<file path="config.mk">
export PLATFORM = sky130hd
export DESIGN_NAME = fp_icvt_pipe_flat
export DESIGN_NICKNAME = d
export VERILOG_FILES = /design/src/rtl/fp_icvt_pipe_if.sv /design/src/rtl/fp_icvt_pipe.sv /design/src/flat_wrapper.sv
export SDC_FILE = /design/constraint.sdc
export NUM_CORES = 1
export LEC_CHECK = 0
export CORE_ASPECT_RATIO = 0.7
export CORE_UTILIZATION = 61
export DETAILED_ROUTE_END_ITERATION = 6
export PLACE_DENSITY = 0.89
export SETUP_SLACK_MARGIN = 0.2
export SLEW_MARGIN = 15
export SYNTH_ARGS = -nofsm -noshare
export SYNTH_HDL_FRONTEND = slang
export SYNTH_SLANG_ARGS = --single-unit
</file>
<file path="constraint.sdc">
create_clock -name clk -period 10.2 [get_ports clk]
set_clock_uncertainty 0.2 [all_clocks]
set_input_delay 2.55 -clock clk [delete_from_list [all_inputs] [get_ports clk]]
set_output_delay 2.55 -clock clk [all_outputs]
set_load 0.01 [all_outputs]
</file>
<file path="src/rtl/fp_icvt_pipe_if.sv">
// fp_icvt_pipe_if: operation/result stream bundle for the integer-to-float32
// converter.
//   in_valid/in_ready   : operation handshake
//   in_data             : IN_W-bit integer pattern
//   in_signed           : 1 = two's-complement input, 0 = unsigned input
//   in_rm               : 0 = round-to-nearest-even, 1 = round-toward-zero
//   in_tag              : opaque tag that travels with the operation
//   out_valid/out_ready : result handshake
//   out_data            : IEEE-754 single-precision result
//   out_inexact         : result differs from the exact integer value
//   out_tag             : tag of the result
// master = issue side / consumer, slave = converter.
`timescale 1ns/1ps
interface fp_icvt_pipe_if #(
    parameter int IN_W  = 32,
    parameter int TAG_W = 5
);
    logic             in_valid;
    logic             in_ready;
    logic [IN_W-1:0]  in_data;
    logic             in_signed;
    logic             in_rm;
    logic [TAG_W-1:0] in_tag;
    logic             out_valid;
    logic             out_ready;
    logic [31:0]      out_data;
    logic             out_inexact;
    logic [TAG_W-1:0] out_tag;

    modport master (
        output in_valid, in_data, in_signed, in_rm, in_tag, out_ready,
        input  in_ready, out_valid, out_data, out_inexact, out_tag
    );

    modport slave (
        input  in_valid, in_data, in_signed, in_rm, in_tag, out_ready,
        output in_ready, out_valid, out_data, out_inexact, out_tag
    );
endinterface

</file>
<file path="src/rtl/fp_icvt_pipe.sv">
// fp_icvt_pipe: three-stage pipelined integer (IN_W = 8..64) to float32
// converter with per-operation signed/unsigned selection, RNE/RTZ rounding,
// inexact flag and a pass-through tag. Valid/ready on both sides, full
// throughput under backpressure.
//   clk   : clock, rising edge
//   rst_n : asynchronous active-low reset; empties the pipe and zeroes outputs
//   bus   : fp_icvt_pipe_if slave modport (operation in, result out)
`timescale 1ns/1ps
module fp_icvt_pipe #(
    parameter int IN_W  = 32,
    parameter int TAG_W = 5
) (
    input  logic          clk,
    input  logic          rst_n,
    fp_icvt_pipe_if.slave bus
);
    localparam int PW = $clog2(IN_W);
    // Normalised magnitude padded with zeros so fraction/guard/sticky can be
    // sliced at fixed offsets even when IN_W has fewer than 25 bits.
    localparam int EW = IN_W + 24;

    // Position of the most significant set bit (0 when v is zero).
    function automatic logic [PW-1:0] lead_pos(input logic [IN_W-1:0] v);
        logic [PW-1:0] p;
        p = '0;
        for (int i = 0; i < IN_W; i++) begin
            if (v[i]) p = PW'(i);
        end
        return p;
    endfunction

    // Round a left-justified magnitude and pack it; returns {inexact, float32}.
    function automatic logic [32:0] round_pack(
        input logic [IN_W-1:0] norm,
        input logic [PW-1:0]   pos,
        input logic            sign,
        input logic            zero,
        input logic            rtz
    );
        logic [EW-1:0] ext;
        logic [22:0]   frac;
        logic          guard;
        logic          sticky;
        logic          inc;
        logic [23:0]   sum;
        logic [7:0]    expo;
        ext    = {norm, 24'd0};
        frac   = ext[EW-2 -: 23];
        guard  = ext[EW-25];
        sticky = |ext[EW-26:0];
        inc    = ~rtz & guard & (sticky | frac[0]);
        sum    = {1'b0, frac} + 24'(inc);
        expo   = 8'd127 + 8'(pos);
        // A carry out of the fraction leaves sum[22:0] at zero already.
        if (sum[23]) expo = expo + 8'd1;
        if (zero) return 33'd0;
        return {guard | sticky, sign, expo, sum[22:0]};
    endfunction

    logic              vld_p0, vld_p1, vld_p2;
    logic              adv0, adv1, adv2;

    logic              sign_p0, rm_p0;
    logic [IN_W-1:0]   mag_p0;
    logic [TAG_W-1:0]  tag_p0;

    logic              sign_p1, rm_p1, zero_p1;
    logic [IN_W-1:0]   norm_p1;
    logic [PW-1:0]     pos_p1;
    logic [TAG_W-1:0]  tag_p1;

    logic [31:0]       data_p2;
    logic              inexact_p2;
    logic [TAG_W-1:0]  tag_p2;

    logic signed [IN_W-1:0] sdata;
    logic                   neg;
    logic [IN_W-1:0]        mag;
    logic [PW-1:0]          pos0;

    // A stage loads when it is empty or its occupant moves on this cycle.
    assign adv2 = ~vld_p2 | bus.out_ready;
    assign adv1 = ~vld_p1 | adv2;
    assign adv0 = ~vld_p0 | adv1;

    assign bus.in_ready = rst_n & adv0;

    always_comb begin
        sdata = bus.in_data;
        neg   = bus.in_signed & sdata[IN_W-1];
        // Negating the most negative value wraps to 2^(IN_W-1), which is the
        // correct unsigned magnitude.
        mag   = neg ? IN_W'(-sdata) : bus.in_data;
        pos0  = lead_pos(mag_p0);
    end

    always_ff @(posedge clk or negedge rst_n) begin
        if (!rst_n) begin
            vld_p0 <= 1'b0;
            vld_p1 <= 1'b0;
            vld_p2 <= 1'b0;
        end else begin
            if (adv0) vld_p0 <= bus.in_valid;
            if (adv1) vld_p1 <= vld_p0;
            if (adv2) vld_p2 <= vld_p1;
        end
    end

    always_ff @(posedge clk) begin
        // ---- S1: sign / magnitude ----
        if (adv0 && bus.in_valid) begin
            sign_p0 <= neg;
            mag_p0  <= mag;
            rm_p0   <= bus.in_rm;
            tag_p0  <= bus.in_tag;
        end
        // ---- S2: normalise (leading one to bit IN_W-1) ----
        if (adv1 && vld_p0) begin
            sign_p1 <= sign_p0;
            norm_p1 <= mag_p0 << (PW'(IN_W - 1) - pos0);
            pos_p1  <= pos0;
            zero_p1 <= (mag_p0 == '0);
            rm_p1   <= rm_p0;
            tag_p1  <= tag_p0;
        end
    end

    // ---- S3: round and pack; held while the consumer stalls ----
    always_ff @(posedge clk or negedge rst_n) begin
        if (!rst_n) begin
            data_p2    <= '0;
            inexact_p2 <= 1'b0;
            tag_p2     <= '0;
        end else if (adv2 && vld_p1) begin
            {inexact_p2, data_p2} <= round_pack(norm_p1, pos_p1, sign_p1, zero_p1, rm_p1);
            tag_p2                <= tag_p1;
        end
    end

    assign bus.out_valid   = vld_p2;
    assign bus.out_data    = data_p2;
    assign bus.out_inexact = inexact_p2;
    assign bus.out_tag     = tag_p2;
endmodule

</file>
<file path="src/flat_wrapper.sv">
// flat-port wrapper written by rule: the top's interface ports become plain ports
module fp_icvt_pipe_flat 
#(
    parameter int IN_W  = 32,
    parameter int TAG_W = 5
)
  (clk, rst_n, bus_in_valid, bus_in_data, bus_in_signed, bus_in_rm, bus_in_tag, bus_out_ready, bus_in_ready, bus_out_valid, bus_out_data, bus_out_inexact, bus_out_tag);
  fp_icvt_pipe_if #(.IN_W(IN_W), .TAG_W(TAG_W)) bus_i ();
  input  logic clk;
  input  logic rst_n;
  input wire logic [$bits(bus_i.in_valid)-1:0] bus_in_valid;
  input wire logic [$bits(bus_i.in_data)-1:0] bus_in_data;
  input wire logic [$bits(bus_i.in_signed)-1:0] bus_in_signed;
  input wire logic [$bits(bus_i.in_rm)-1:0] bus_in_rm;
  input wire logic [$bits(bus_i.in_tag)-1:0] bus_in_tag;
  input wire logic [$bits(bus_i.out_ready)-1:0] bus_out_ready;
  output wire logic [$bits(bus_i.in_ready)-1:0] bus_in_ready;
  output wire logic [$bits(bus_i.out_valid)-1:0] bus_out_valid;
  output wire logic [$bits(bus_i.out_data)-1:0] bus_out_data;
  output wire logic [$bits(bus_i.out_inexact)-1:0] bus_out_inexact;
  output wire logic [$bits(bus_i.out_tag)-1:0] bus_out_tag;
  assign bus_i.in_valid = bus_in_valid;
  assign bus_i.in_data = bus_in_data;
  assign bus_i.in_signed = bus_in_signed;
  assign bus_i.in_rm = bus_in_rm;
  assign bus_i.in_tag = bus_in_tag;
  assign bus_i.out_ready = bus_out_ready;
  assign bus_in_ready = bus_i.in_ready;
  assign bus_out_valid = bus_i.out_valid;
  assign bus_out_data = bus_i.out_data;
  assign bus_out_inexact = bus_i.out_inexact;
  assign bus_out_tag = bus_i.out_tag;
  fp_icvt_pipe #(.IN_W(IN_W), .TAG_W(TAG_W)) u_core (.clk(clk), .rst_n(rst_n), .bus(bus_i));
endmodule
</file>
After elaboration in Yosys (flattened, before gate mapping)
Index checks and enable logic that the tools add are counted.

operators by class
  multiply operators = 0
  reductions and logical operators = 5
  mux-type cells = 37
  equality and inequality tests = 0
  $add $sub $neg = 5
  divide/modulo/power cells = 0
  magnitude comparators = 0
  shifts and indexed selects = 1
  bitwise gates (word level) = 13

operators by type and width
  cell                   number
  $mux W5                30
  $mux W33               2
  $logic_not A32 Y1      1
  $mux W32               1
  $neg A32 Y32           1
  $shl A32 B5 Y31        1
  $add A23 B1 Y24        1
  $add A7 B5 Y8 const A  1
  $add A8 B1 Y8 const B  1
  $mux W8                1
  $reduce_or A7 Y1       1
  $or A1 B1 Y1           5
  $sub A5 B5 Y5 const A  1
  $and A1 B1 Y1          4
  $not A1 Y1             4
  $logic_and A1 B1 Y1    3
  $mux W1                3

word-level totals
  bits in read-only memories = 0
  output and inout port bits = 40
  RAM bits = 0
  bits of input ports = 43
  latch bits = 0
  register bits after elaboration = 124
  word-level logic and storage cells = 77
  memories = 0

Longest topological paths before layout
  depth after elaboration = 33
  mapped depth = 13
  mapped depth without buffers = 13

Worst setup path before layout
OpenSTA, ideal clock, no wires.

  kind = input to register
  start = in bus_in_data[14]
  end = reg u_core.mag_p0[30], data pin
  path slack = 4.290 ns
  data required time = 9.742 ns
  cell stages on the path = 8
  arrival = 5.452 ns
  setup time = 0.258 ns
  cell sequence = or4_4 -> or3_4 -> or4_4 -> or4b_4 -> or4_4 -> or3_4 -> o31ai_4 -> xnor2_1

between the ends
  word-level cells in the longest chain between the ends = 2

RTL lines
  item                      line                 RTL
  start: declaration        flat_wrapper.sv:12   input wire logic [$bits(bus_i.in_data)-1:0] bus_in_data;
  $neg A32 Y32              fp_icvt_pipe.sv:93   mag = neg ? IN_W'(-sdata) : bus.in_data;
  $mux W32                  fp_icvt_pipe.sv:93
  named net u_core.mag[30]  fp_icvt_pipe.sv:78   logic [IN_W-1:0] mag;
  end signal: assignment    fp_icvt_pipe.sv:113  mag_p0 <= mag;
  end: declaration          fp_icvt_pipe.sv:64   logic [IN_W-1:0] mag_p0;

The timed path passes the listed nets, and every way through them passes these cells.
A chain may end at the register's enable or synchronous reset.

Worst setup path in the final report
  start = in rst_n
  end = out bus_in_ready

between the ends
  word-level cells in the longest chain between the ends = 1

RTL lines
  item                line                RTL
  start: declaration  flat_wrapper.sv:10  input logic rst_n;
  $and A1 B1 Y1       fp_icvt_pipe.sv:86  assign bus.in_ready = rst_n & adv0;
  end: declaration    flat_wrapper.sv:17  output wire logic [$bits(bus_i.in_ready)-1:0] bus_in_ready;

Every way passes these cells.

==> run_results.csv <==
group,metric,value,unit
status,status,"finished clean",
clocking,cts_setup_buffers,0,
sta,max_freq,148,MHz
worst_setup_path,worstPathMaxFanout,42,
logic_synthesis,seq_area_frac_synth,0.481,
layout,multi_input_area,3580,um^2
clocking,cts_buffer_depth,2,
die,die_y,93.7,um
sta,fin_crit,6760,ps
die,rows,33,
placed_design,port_buffers,82,
die,die_area,12500,um^2
die,pin_count,83,
logic_synthesis,synth_enable_flop_cells,83,
logic_synthesis,synthArstFlopShare,0.331,
worst_setup_path,path_class,"primary input to output pin",
clocking,cts.clk_slew.worst_paths,60,ps
drt,wire_per_inst,19.8,um
drt,via_per_inst,6.54,
min_path,hold_class,"flop to flop",
sta,worst_slew_pin_slew,986,ps
global_routing,grt_pass1_vias,5760,
logic_synthesis,synth_cells,712,
placed_design,dp_cells,915,
sta,hold_ws,233,ps
layout,ff_latch_area,3520,um^2
die,fp.dieW,133,um
logic_synthesis,avgSynthCellArea,10.3,um^2
drt,drtAntennaViolNets,0,
worst_setup_path,worstPathArrival,4010,ps
worst_setup_path,cp.required,7450,ps
logic_synthesis,ys_ff_latch,124,
logic_synthesis,synth_warnings,0,
layout,nNetsFinal,824,
power_and_ir_drop,power_density,187,nW/um^2
global_routing,grt_pass1_wl,30200,um
logic_synthesis,syn-num-nets,759,
worst_setup_path,critPathLaunchType,"primary input",
sta,slew_headroom,0.342,
clocking,clock-sinks,124,
clocking,root_buffer,"clkbuf_16",
placed_design,finalWeightedCongestion,0.984,
global_routing,grt_max_degree,45,
layout,fillCellCount,772,
global_routing,grt_antenna_before_repair,0,
placed_design,dp_hpwl,13500,um
die,start_util,0.627,
sta,finalMaxSlewViolations,0,
sta,hold_violations,0,
logic_synthesis,ys_types,67,
drt,routed_wl,18700,um
clocking,cts_made_buffers,17,
layout,final_common_cell,"edfxtp_1",
clocking,hold_buffers,0,
layout,syn_to_final_growth,20.4,%
clocking,cts_max_level,4,
layout,final_cell_mix,"83 x edfxtp_1, 81 x clkdlybuf4s50_1, 75 x nand2_1, 49 x o21ai_0, 48 x mux2i_1",
power_and_ir_drop,vdd_drop_max,137,uV
sta,rsz0062_at_grt,"no",
clocking,clock_latency,410,ps
global_routing,track_usage,0.318,
drt,firstDrtPassIters,6,
layout,drive_gt1_frac,0.0873,
layout,antenna_cells,0,
global_routing,overflow,0,
clocking,cts_resized,0,
worst_setup_path,cp-end-kind,"output pin",
power_and_ir_drop,power,0.00165,W
sta,finalSetupTns,0,ps
sta,period_share,0.662,
logic_synthesis,syn_area,7320,um^2
drt,via_count,6196,
power_and_ir_drop,p_leak,3.27,nW
drt,drc,0,
drt,drt_iter0_drc,662,
die,coreArea,11700,um^2
logic_synthesis,ys.flop_type,"edfxtp_1",
layout,final_cells,947,
clocking,cts_tree,"yes",
job,drv_cap,0,
sta,setup-violations-final,0,
==> worst max-delay path, cell delays in order <==
cell and delay (ps):
buf_2 670, and2_1 250, clkdlybuf4s50_1 530
==> report_power, final <==
part	internal, W	total [W]	leakage [nW]	switching (W)
Sequential	0.000624	0.000682	1.31	0.0000586
Combinational	0.000165	0.000357	1.69	0.000192
Clock	0.000384	0.000611	0.280	0.000227
==> per-layer routing <==
metal,part of all wire,vias to the layer above,wire length [um],GRT usage
met5,0,-,0,0
met4,0.016,0,291,0.0920
met3,0.10,40,1920,0.0771
met2,0.46,405,8530,0.501
met1,0.43,2945,7990,0.438
li1,-,2806,-,-
==> synth_stat cells, types with 6 or more instances <==
master    number  share of area
a211oi_1      16          0.016
a21oi_1       32          0.022
and2_1        10         0.0085
buf_1          6         0.0031
clkbuf_1      33          0.017
dfrtp_1       41           0.14
edfxtp_1      83           0.34
inv_1         16         0.0082
mux2_2        14          0.022
mux2i_1       48          0.066
nand2_1       75          0.038
nand2b_1      12          0.010
nand3_1       17          0.012
nand4_1        6         0.0051
nor2_1        45          0.023
nor3_1        13         0.0089
nor4_1        14          0.012
o21ai_0       49          0.033
o31ai_1       14          0.014
o41ai_1        7         0.0084
xnor2_1       40          0.048
xor2_1        17          0.020
==> stage by stage <==
stage / setup slack, ps / utilization / area, um^2
detailed placement: 3380 / 0.703 / 8220
floorplan: 4290 / - / 7320
CTS: 3390 / 0.754 / 8810
global placement: 3470 / 0.703 / 8220
finish: 3440 / 0.754 / 8810
global route: 3280 / 0.754 / 8810
==> logic make-up after synthesis <==
family	Yosys count	synth area share
AO/OA/AOI/OAI	177	0.164
XOR/XNOR	57	0.0682
adder cells (fa/ha/maj)	4	0.00684
buffers and inverters	59	0.0304
flip-flops	124	0.481
multiplexers	65	0.0964
AND/OR/NAND/NOR	226	0.154
==> final cells by class <==
| cell class | count | area share |
|---|---|---|
| clock buffers | 18 | 0.0487 |
| multi-input cells | 529 | 0.407 |
| flip-flops and latches | 124 | 0.399 |
| inverters | 19 | 0.00809 |
| repair buffers | 86 | 0.0960 |
| clock inverters | 14 | 0.0192 |
| well taps | 157 | 0.0223 |
==> worst paths after layout <==
| kind | from | depth (start not counted) | slack, ps | to |
|---|---|---|---|---|
| max | rst_n | 3 | 3440 | bus_in_ready |
| min | u_core.tag_p0[2] | 0 | 230 | u_core.tag_p1[2] |
| max reg2reg | u_core.mag_p0[4] | 9 | 5090 | u_core.norm_p1[28] |
| min reg2reg | u_core.tag_p0[2] | 0 | 230 | u_core.tag_p1[2] |
| max in group asynchronous | rst_n | 1 | 7170 | u_core.bus.out_data[10] |
| min in group asynchronous | rst_n | 1 | 2060 | u_core.bus.out_valid |
==> registers in the layout, summed over array words and instances, names as in the netlist <==
signal                  cells
u_core.bus.out_data        32
u_core.mag_p0              32
u_core.norm_p1             31
u_core.bus.out_tag          5
u_core.pos_p1               5
u_core.tag_p0               5
u_core.tag_p1               5
u_core.bus.out_inexact      1
u_core.bus.out_valid        1
u_core.rm_p0                1
u_core.rm_p1                1
u_core.sign_p0              1
u_core.sign_p1              1
u_core.vld_p0               1
u_core.vld_p1               1
u_core.zero_p1              1
(Power assumes the default switching activity.)
